**src/rtl/alu_seq_pkg.sv**
```systemverilog
// Shared types for the hardwired ALU instruction sequencer: FSM state
// encoding, opcode values, IR field positions and the opcode-to-ALU-code table.
package alu_seq_pkg;

    typedef enum logic [2:0] {
        S_HALT = 3'd0,
        S_T0   = 3'd1,
        S_T1   = 3'd2,
        S_T2   = 3'd3,
        S_T3   = 3'd4,
        S_T4   = 3'd5,
        S_T5   = 3'd6
    } seq_state_e;

    // IR field positions (opcode IR[31:27], Ra IR[26:23], Rb IR[22:19], Rc IR[18:15])
    localparam int OP_MSB = 31;
    localparam int OP_LSB = 27;
    localparam int RA_LSB = 23;
    localparam int RB_LSB = 19;
    localparam int RC_LSB = 15;

    localparam logic [4:0] OP_ADD  = 5'b00011;
    localparam logic [4:0] OP_SUB  = 5'b00100;
    localparam logic [4:0] OP_AND  = 5'b00101;
    localparam logic [4:0] OP_OR   = 5'b00110;
    localparam logic [4:0] OP_ROR  = 5'b00111;
    localparam logic [4:0] OP_ROL  = 5'b01000;
    localparam logic [4:0] OP_SHR  = 5'b01001;
    localparam logic [4:0] OP_SHRA = 5'b01010;
    localparam logic [4:0] OP_SHL  = 5'b01011;
    localparam logic [4:0] OP_NOP  = 5'b11010;
    localparam logic [4:0] OP_HALT = 5'b11011;

    typedef struct packed {
        logic       valid;  // opcode is a 3-register ALU operation
        logic [4:0] code;   // ALUControl value for that operation
    } alu_decode_t;

    // Maps an opcode to its ALU function code; valid=0 for anything that is not an ALU op.
    function automatic alu_decode_t alu_decode(input logic [4:0] op);
        alu_decode_t d;
        d.valid = 1'b1;
        d.code  = 5'd0;
        case (op)
            OP_ADD:  d.code = 5'd2;
            OP_SUB:  d.code = 5'd3;
            OP_AND:  d.code = 5'd0;
            OP_OR:   d.code = 5'd1;
            OP_ROR:  d.code = 5'd7;
            OP_ROL:  d.code = 5'd8;
            OP_SHR:  d.code = 5'd4;
            OP_SHRA: d.code = 5'd5;
            OP_SHL:  d.code = 5'd6;
            default: d.valid = 1'b0;
        endcase
        return d;
    endfunction

endpackage

```
**src/rtl/reg_select_decoder.sv**
```systemverilog
// Converts a 4-bit register field plus enable into a one-hot register select.
// Fields that name a register at or beyond NREGS produce no select.
module reg_select_decoder #(
    parameter int NREGS = 16
) (
    input  logic [3:0]       field_i,
    input  logic             en_i,
    output logic [NREGS-1:0] onehot_o
);

    // One bit set for the addressed register while enabled.
    always_comb begin
        onehot_o = '0;
        for (int i = 0; i < NREGS; i++) begin
            if (en_i && (int'(field_i) == i)) begin
                onehot_o[i] = 1'b1;
            end
        end
    end

endmodule

```
**src/rtl/alu_instr_sequencer.sv**
```systemverilog
// Hardwired control unit for the phase-1 datapath: fetch through PC/MAR/MDR,
// load IR, decode, and run Ra <- Rb op Rc in six states (T0..T5) plus a HALT
// state. NOP, HALT and an illegal-opcode trap are supported.
// Optional macro ALU_SEQ_INSTR_COUNT_EN adds InstrCount, a wrapping count of
// completed instructions (ALU ops and NOPs).
// Dbg_state exposes the current FSM state for observation.
module alu_instr_sequencer
    import alu_seq_pkg::*;
#(
    parameter int NREGS    = 16,
    parameter int IR_WIDTH = 32
) (
    input  logic                Clock,
    input  logic                Reset_n,
    input  logic                Start,
    input  logic                Stop,
    input  logic                Mem_ready,
    input  logic [IR_WIDTH-1:0] IR_data,
    output logic                PCout,
    output logic                MARin,
    output logic                IncrementPC,
    output logic                PCin,
    output logic                Read,
    output logic                MDRin,
    output logic                MDRout,
    output logic                IRin,
    output logic                Yin,
    output logic                Zin,
    output logic                ZLOout,
    output logic [NREGS-1:0]    RegIn,
    output logic [NREGS-1:0]    RegOut,
    output logic [4:0]          ALUControl,
    output logic                Run,
    output logic                Illegal,
    output logic [2:0]          Dbg_state
`ifdef ALU_SEQ_INSTR_COUNT_EN
    ,
    output logic [31:0]         InstrCount
`endif
);

    seq_state_e  state_q, state_d;
    logic        stop_q, stop_d;
    logic        illegal_q, illegal_d;
    logic [4:0]  opcode;
    logic [3:0]  ra, rb, rc;
    alu_decode_t dec;
    logic        is_nop;
    logic        stop_pending;
    logic        instr_done;
    logic [3:0]  out_field;
    logic        out_en;
    logic        in_en;
    logic        unused_ir;

    assign opcode       = IR_data[OP_MSB:OP_LSB];
    assign ra           = IR_data[RA_LSB+3:RA_LSB];
    assign rb           = IR_data[RB_LSB+3:RB_LSB];
    assign rc           = IR_data[RC_LSB+3:RC_LSB];
    assign unused_ir    = ^IR_data[RC_LSB-1:0];
    assign dec          = alu_decode(opcode);
    assign is_nop       = (opcode == OP_NOP);
    // A Stop arriving in the boundary cycle itself also counts as latched.
    assign stop_pending = stop_q | Stop;
    // An instruction completes at the end of T5, or at the end of T3 for a NOP.
    assign instr_done   = (state_q == S_T5) || ((state_q == S_T3) && is_nop);

    // State register plus the Stop latch and sticky Illegal flag.
    always_ff @(posedge Clock) begin
        if (!Reset_n) begin
            state_q   <= S_HALT;
            stop_q    <= 1'b0;
            illegal_q <= 1'b0;
        end else begin
            state_q   <= state_d;
            stop_q    <= stop_d;
            illegal_q <= illegal_d;
        end
    end

    // Next-state logic: fetch, wait for memory, decode, execute, boundary check.
    always_comb begin
        state_d = state_q;
        case (state_q)
            S_HALT: if (Start) state_d = S_T0;
            S_T0:   state_d = S_T1;
            S_T1:   if (Mem_ready) state_d = S_T2;
            S_T2:   state_d = S_T3;
            S_T3: begin
                if (dec.valid)  state_d = S_T4;
                else if (is_nop) state_d = stop_pending ? S_HALT : S_T0;
                else             state_d = S_HALT;  // HALT opcode or illegal trap
            end
            S_T4:   state_d = S_T5;
            S_T5:   state_d = stop_pending ? S_HALT : S_T0;
            default: state_d = S_HALT;
        endcase
    end

    // Stop latch and Illegal flag updates; Start in HALT clears both and wins over Stop.
    always_comb begin
        stop_d    = stop_q;
        illegal_d = illegal_q;
        if ((state_q == S_HALT) && Start) begin
            stop_d    = 1'b0;
            illegal_d = 1'b0;
        end else begin
            if (Stop) stop_d = 1'b1;
            if ((state_q == S_T3) && !dec.valid && !is_nop && (opcode != OP_HALT)) begin
                illegal_d = 1'b1;
            end
        end
    end

    // Moore strobes decoded from state (T3/T4 also look at the opcode).
    always_comb begin
        PCout       = 1'b0;
        MARin       = 1'b0;
        IncrementPC = 1'b0;
        PCin        = 1'b0;
        Read        = 1'b0;
        MDRin       = 1'b0;
        MDRout      = 1'b0;
        IRin        = 1'b0;
        Yin         = 1'b0;
        Zin         = 1'b0;
        ZLOout      = 1'b0;
        ALUControl  = 5'd0;
        case (state_q)
            S_T0: begin
                PCout       = 1'b1;
                MARin       = 1'b1;
                IncrementPC = 1'b1;
                Zin         = 1'b1;
            end
            S_T1: begin
                ZLOout = 1'b1;
                PCin   = 1'b1;
                Read   = 1'b1;
                MDRin  = 1'b1;
            end
            S_T2: begin
                MDRout = 1'b1;
                IRin   = 1'b1;
            end
            S_T3: Yin = dec.valid;
            S_T4: begin
                Zin        = 1'b1;
                ALUControl = dec.code;
            end
            S_T5: ZLOout = 1'b1;
            default: ;
        endcase
    end

    // Register selects: Rb drives the bus in T3, Rc in T4; Ra loads in T5.
    assign out_field = (state_q == S_T4) ? rc : rb;
    assign out_en    = ((state_q == S_T3) && dec.valid) || (state_q == S_T4);
    assign in_en     = (state_q == S_T5);

    reg_select_decoder #(.NREGS(NREGS)) u_regout_dec (
        .field_i  (out_field),
        .en_i     (out_en),
        .onehot_o (RegOut)
    );

    reg_select_decoder #(.NREGS(NREGS)) u_regin_dec (
        .field_i  (ra),
        .en_i     (in_en),
        .onehot_o (RegIn)
    );

    assign Run       = (state_q != S_HALT);
    assign Illegal   = illegal_q;
    assign Dbg_state = state_q;

`ifdef ALU_SEQ_INSTR_COUNT_EN
    logic [31:0] count_q, count_d;

    // Completed-instruction counter; wraps naturally at 32 bits.
    always_comb begin
        count_d = count_q;
        if (instr_done) count_d = count_q + 32'd1;
    end

    // Counter register.
    always_ff @(posedge Clock) begin
        if (!Reset_n) count_q <= 32'd0;
        else          count_q <= count_d;
    end

    assign InstrCount = count_q;
`else
    logic unused_done;
    assign unused_done = instr_done;
`endif

endmodule
```
**config.mk**
```make
export PLATFORM = sky130hd
export DESIGN_NAME = alu_instr_sequencer
export DESIGN_NICKNAME = d
export VERILOG_FILES = /design/src/rtl/alu_seq_pkg.sv /design/src/rtl/reg_select_decoder.sv /design/src/rtl/alu_instr_sequencer.sv
export SDC_FILE = /design/constraint.sdc
export NUM_CORES = 1
export LEC_CHECK = 0
export ABC_AREA = 1
export ABC_CLOCK_PERIOD_IN_PS = 1700
export BUFFER_PORTS_ARGS = -buffer_cell sky130_fd_sc_hd__buf_4
export CAP_MARGIN = 20
export CORE_ASPECT_RATIO = 0.6
export CORE_MARGIN = 2
export CORE_UTILIZATION = 34
export CTS_CLUSTER_DIAMETER = 50
export DETAILED_ROUTE_END_ITERATION = 6
export GPL_TIMING_DRIVEN = 0
export PLACE_DENSITY = 0.83
export SKIP_LAST_GASP = 1
export SYNTH_ARGS = -nofsm -noshare
export SYNTH_HDL_FRONTEND = slang
export SYNTH_HIERARCHICAL = 1
export SYNTH_SLANG_ARGS = --single-unit
```
**constraint.sdc**
```tcl
create_clock -name Clock -period 1.7 [get_ports Clock]
set_input_delay 0 -clock Clock [delete_from_list [all_inputs] [get_ports Clock]]
set_output_delay 0 -clock Clock [all_outputs]
set_load 0.005 [all_outputs]
```
==> flow_summary_export.csv <==
group,metric,value,unit
sta,layout_setup_ws,61.3,ps
synthesis,yosysWarnings,6,
floorplanning,die_y,41.7,microns
clock_tree,cts_tree,"yes",
detailed_routing,dr.pass1.iters,4,
floorplanning,die_x,66.8,microns
setup_path,cpMaxStageDelayCell,"dfxtp_2",
floorplanning,row_count,13,
floorplanning,pin_count,90,
setup_path,crit_chain,"inv_2 > nor2_4 > nand2_4 > mux2_4 > inv_2 > nand3_2 > nor2_1 > buf_4",
clock_tree,clk_latency,220,ps
setup_path,cp.arrival,1640,ps
place,port_buffers,73,
finish,drive_gt1_share,47.1,%
clock_tree,htree_num_levels,1,
finish,diodes,0,
floorplanning,core-area,2200,sq um
clock_tree,clockRootBuffer,"clkbuf_8",
outcome,outcome,"finished, final reports clean",
global_routing,grt.total_usage,20.1,%
floorplanning,dieArea,2790,sq um
detailed_routing,vias,1254,
finish,final_common_cell,"buf_4",
setup_path,cp-start-kind,"flop",
detailed_routing,post-route-drc-count,0,
finish,final_cell_mix,"buf_4, nor2_1, nand2_1, inv_1, nand3_1",
synthesis,synth-seq-area-share,12.4,%
sta,skew,1.72,ps
setup_path,cp_max_fo,5,
sta,clock.fmax,610,MHz
global_routing,grt_max_degree,11,
clock_tree,cts.path.max_buffers,2,
finish,multi_input_area,597,sq um
synthesis,syn-cell-area,806,sq um
sta,rsz0062_at_grt,"yes",
detailed_routing,vias_per_cell,4.64,
power_and_ir_drop,leakagePower,0.000876,uW
setup_path,crit_top_cell,"inv_2",
finish,num-fill-cells,210,
clock_tree,cts.clk_slew.worst_paths,40,ps
power_and_ir_drop,vdd_drop_max,0.000256,V
finish,final_area,1520,sq um
global_routing,grt_pass1_wl,4400,microns
setup_path,required,1700,ps
synthesis,netlist_instances,156,
sta,period_needed,1640,ps
finish,nets,278,
sta,finalMaxSlewViolations,0,
setup_path,crit_path_start,"Dbg_state[0]",
sta,hold_ws,5.30,ps
detailed_routing,finalWirelength,2910,microns
sta,finalSetupTns,0,ps
setup_path,end_kind,"output pin",
synthesis,synth.avg_cell_area,5.17,sq um
setup_path,crit_family,"simple AND/OR/NAND/NOR gates",
clock_tree,ctsHoldBuffers,0,
synthesis,ys_types,21,
run,cap_violations,0,
finish,final-seq-area,104,sq um
power_and_ir_drop,power_density,456,nW/um^2
place,place_area,1390,sq um
min_path,hp-class,"primary input to flop",
sta,final.period_utilization,96.4,%
setup_path,reg2reg_from,"Dbg_state[2]",
global_routing,grt-ovfl-total,0,
setup_path,path_class,"flop to output pin",
sta,hold_viol_final,0,
synthesis,synth_fp_nets,193,
global_routing,grt_antenna_before_repair,0,
detailed_routing,ant_nets,0,
place,gp_congestion,0.798,
sta,setup_viol,0,
global_routing,grt_pass1_vias,1014,
clock_tree,cts_sinks,5,
min_path,hp-start,"Reset_n",
finish,area_delta_synth_final,88.5,%
detailed_routing,drt_iter0_drc,58,
place,hpwl,2330,microns
setup_path,critPathBufInv,3,
detailed_routing,wl_per_cell,10.8,microns
synthesis,synth_seq_cells,5,
setup_path,max_stage_delay,340,ps
floorplanning,start_util,36.7,%
clock_tree,cts-buffers-inserted,3,
place,pre_cts_ws,169,ps
[logic make-up after synthesis]
group | Yosys count | share of synthesized area, %
AND/OR/NAND/NOR | 107 | 59.3
buffers and inverters | 32 | 17.7
multiplexers | 4 | 5.59
flip-flops | 5 | 12.4
AO/OA/AOI/OAI | 7 | 4.50
other | 1 | 0.465
[power breakdown]
group | switching [uW] | internal, uW | total (uW)
clock network | 58.2 | 161 | 219
logic | 158 | 169 | 327
registers | 15.1 | 132 | 147
[worst reg2reg max path, cell delays in order, from the launching register on]
cell     delay (ps)
dfxtp_2         370
nor2_1          240
nand2_1         160
o22ai_1         190
inv_1            70
nand2_1          80
nor2_1           40
[state kept, by name, indices dropped and copies added (netlist names)]
register and count:
Dbg_state 3, stop_q 1, Illegal 1
[path summary, 6_finish.rpt]
kind                       end  slack [ps]  cells after the start
hold / removal    Dbg_state[2]           5                      3
hold reg to reg        Illegal         450                      2
setup reg to reg  Dbg_state[0]         450                      6
setup / recovery     RegOut[9]          60                      8
[what timing repair did]
item / 4_1_cts / 5_1_grt
gates cloned: 0 / 1
buffers inserted: 0 / 6
gates resized for setup: 4 / 10
setup endpoints to repair: 13 / 16
pin swaps: 0 / 5
[metal layers]
| metal | routed length (microns) | track usage (%) | vias to the layer above |
|---|---|---|---|
| li1 | - | - | 647 |
| met1 | 1350 | 28.2 | 545 |
| met2 | 1220 | 29.2 | 60 |
| met3 | 316 | 7.05 | 2 |
| met4 | 21 | 4.90 | 0 |
| met5 | 0 | 0 | - |
[per-stage QoR]
step           power, uW  cells  util (%)
6_report             693    270      69.2
5_1_grt              743    270      69.2
4_1_cts              662    263      65.9
3_5_place_dp         433    259      63.4
3_3_place_gp         430    259      63.4
2_1_floorplan        287    156         -
[synth_stat cells (all sizes together)]
library cell / count / area (sq um)
nor3b: 1 / 12.5
buf: 6 / 45.0
mux2: 4 / 45.0
nor2: 53 / 211
o21ai: 1 / 5.00
a21oi: 5 / 25.0
o22ai: 1 / 6.26
nand3b: 1 / 7.51
nor4: 1 / 6.26
conb: 1 / 3.75
nand4: 2 / 12.5
nand2: 32 / 123
nand3: 15 / 95.1
nor3: 2 / 10.0
dfxtp: 5 / 100
inv: 26 / 97.6
[final cells by class]
class,instances,area share (%)
inverters,26,6.43
plain buffers,6,2.97
clock buffers,4,2.97
multi-input cells,120,39.3
well taps,30,2.47
flip-flops and latches,5,6.84
repair buffers,79,39.0
(Power assumes the default switching activity.)
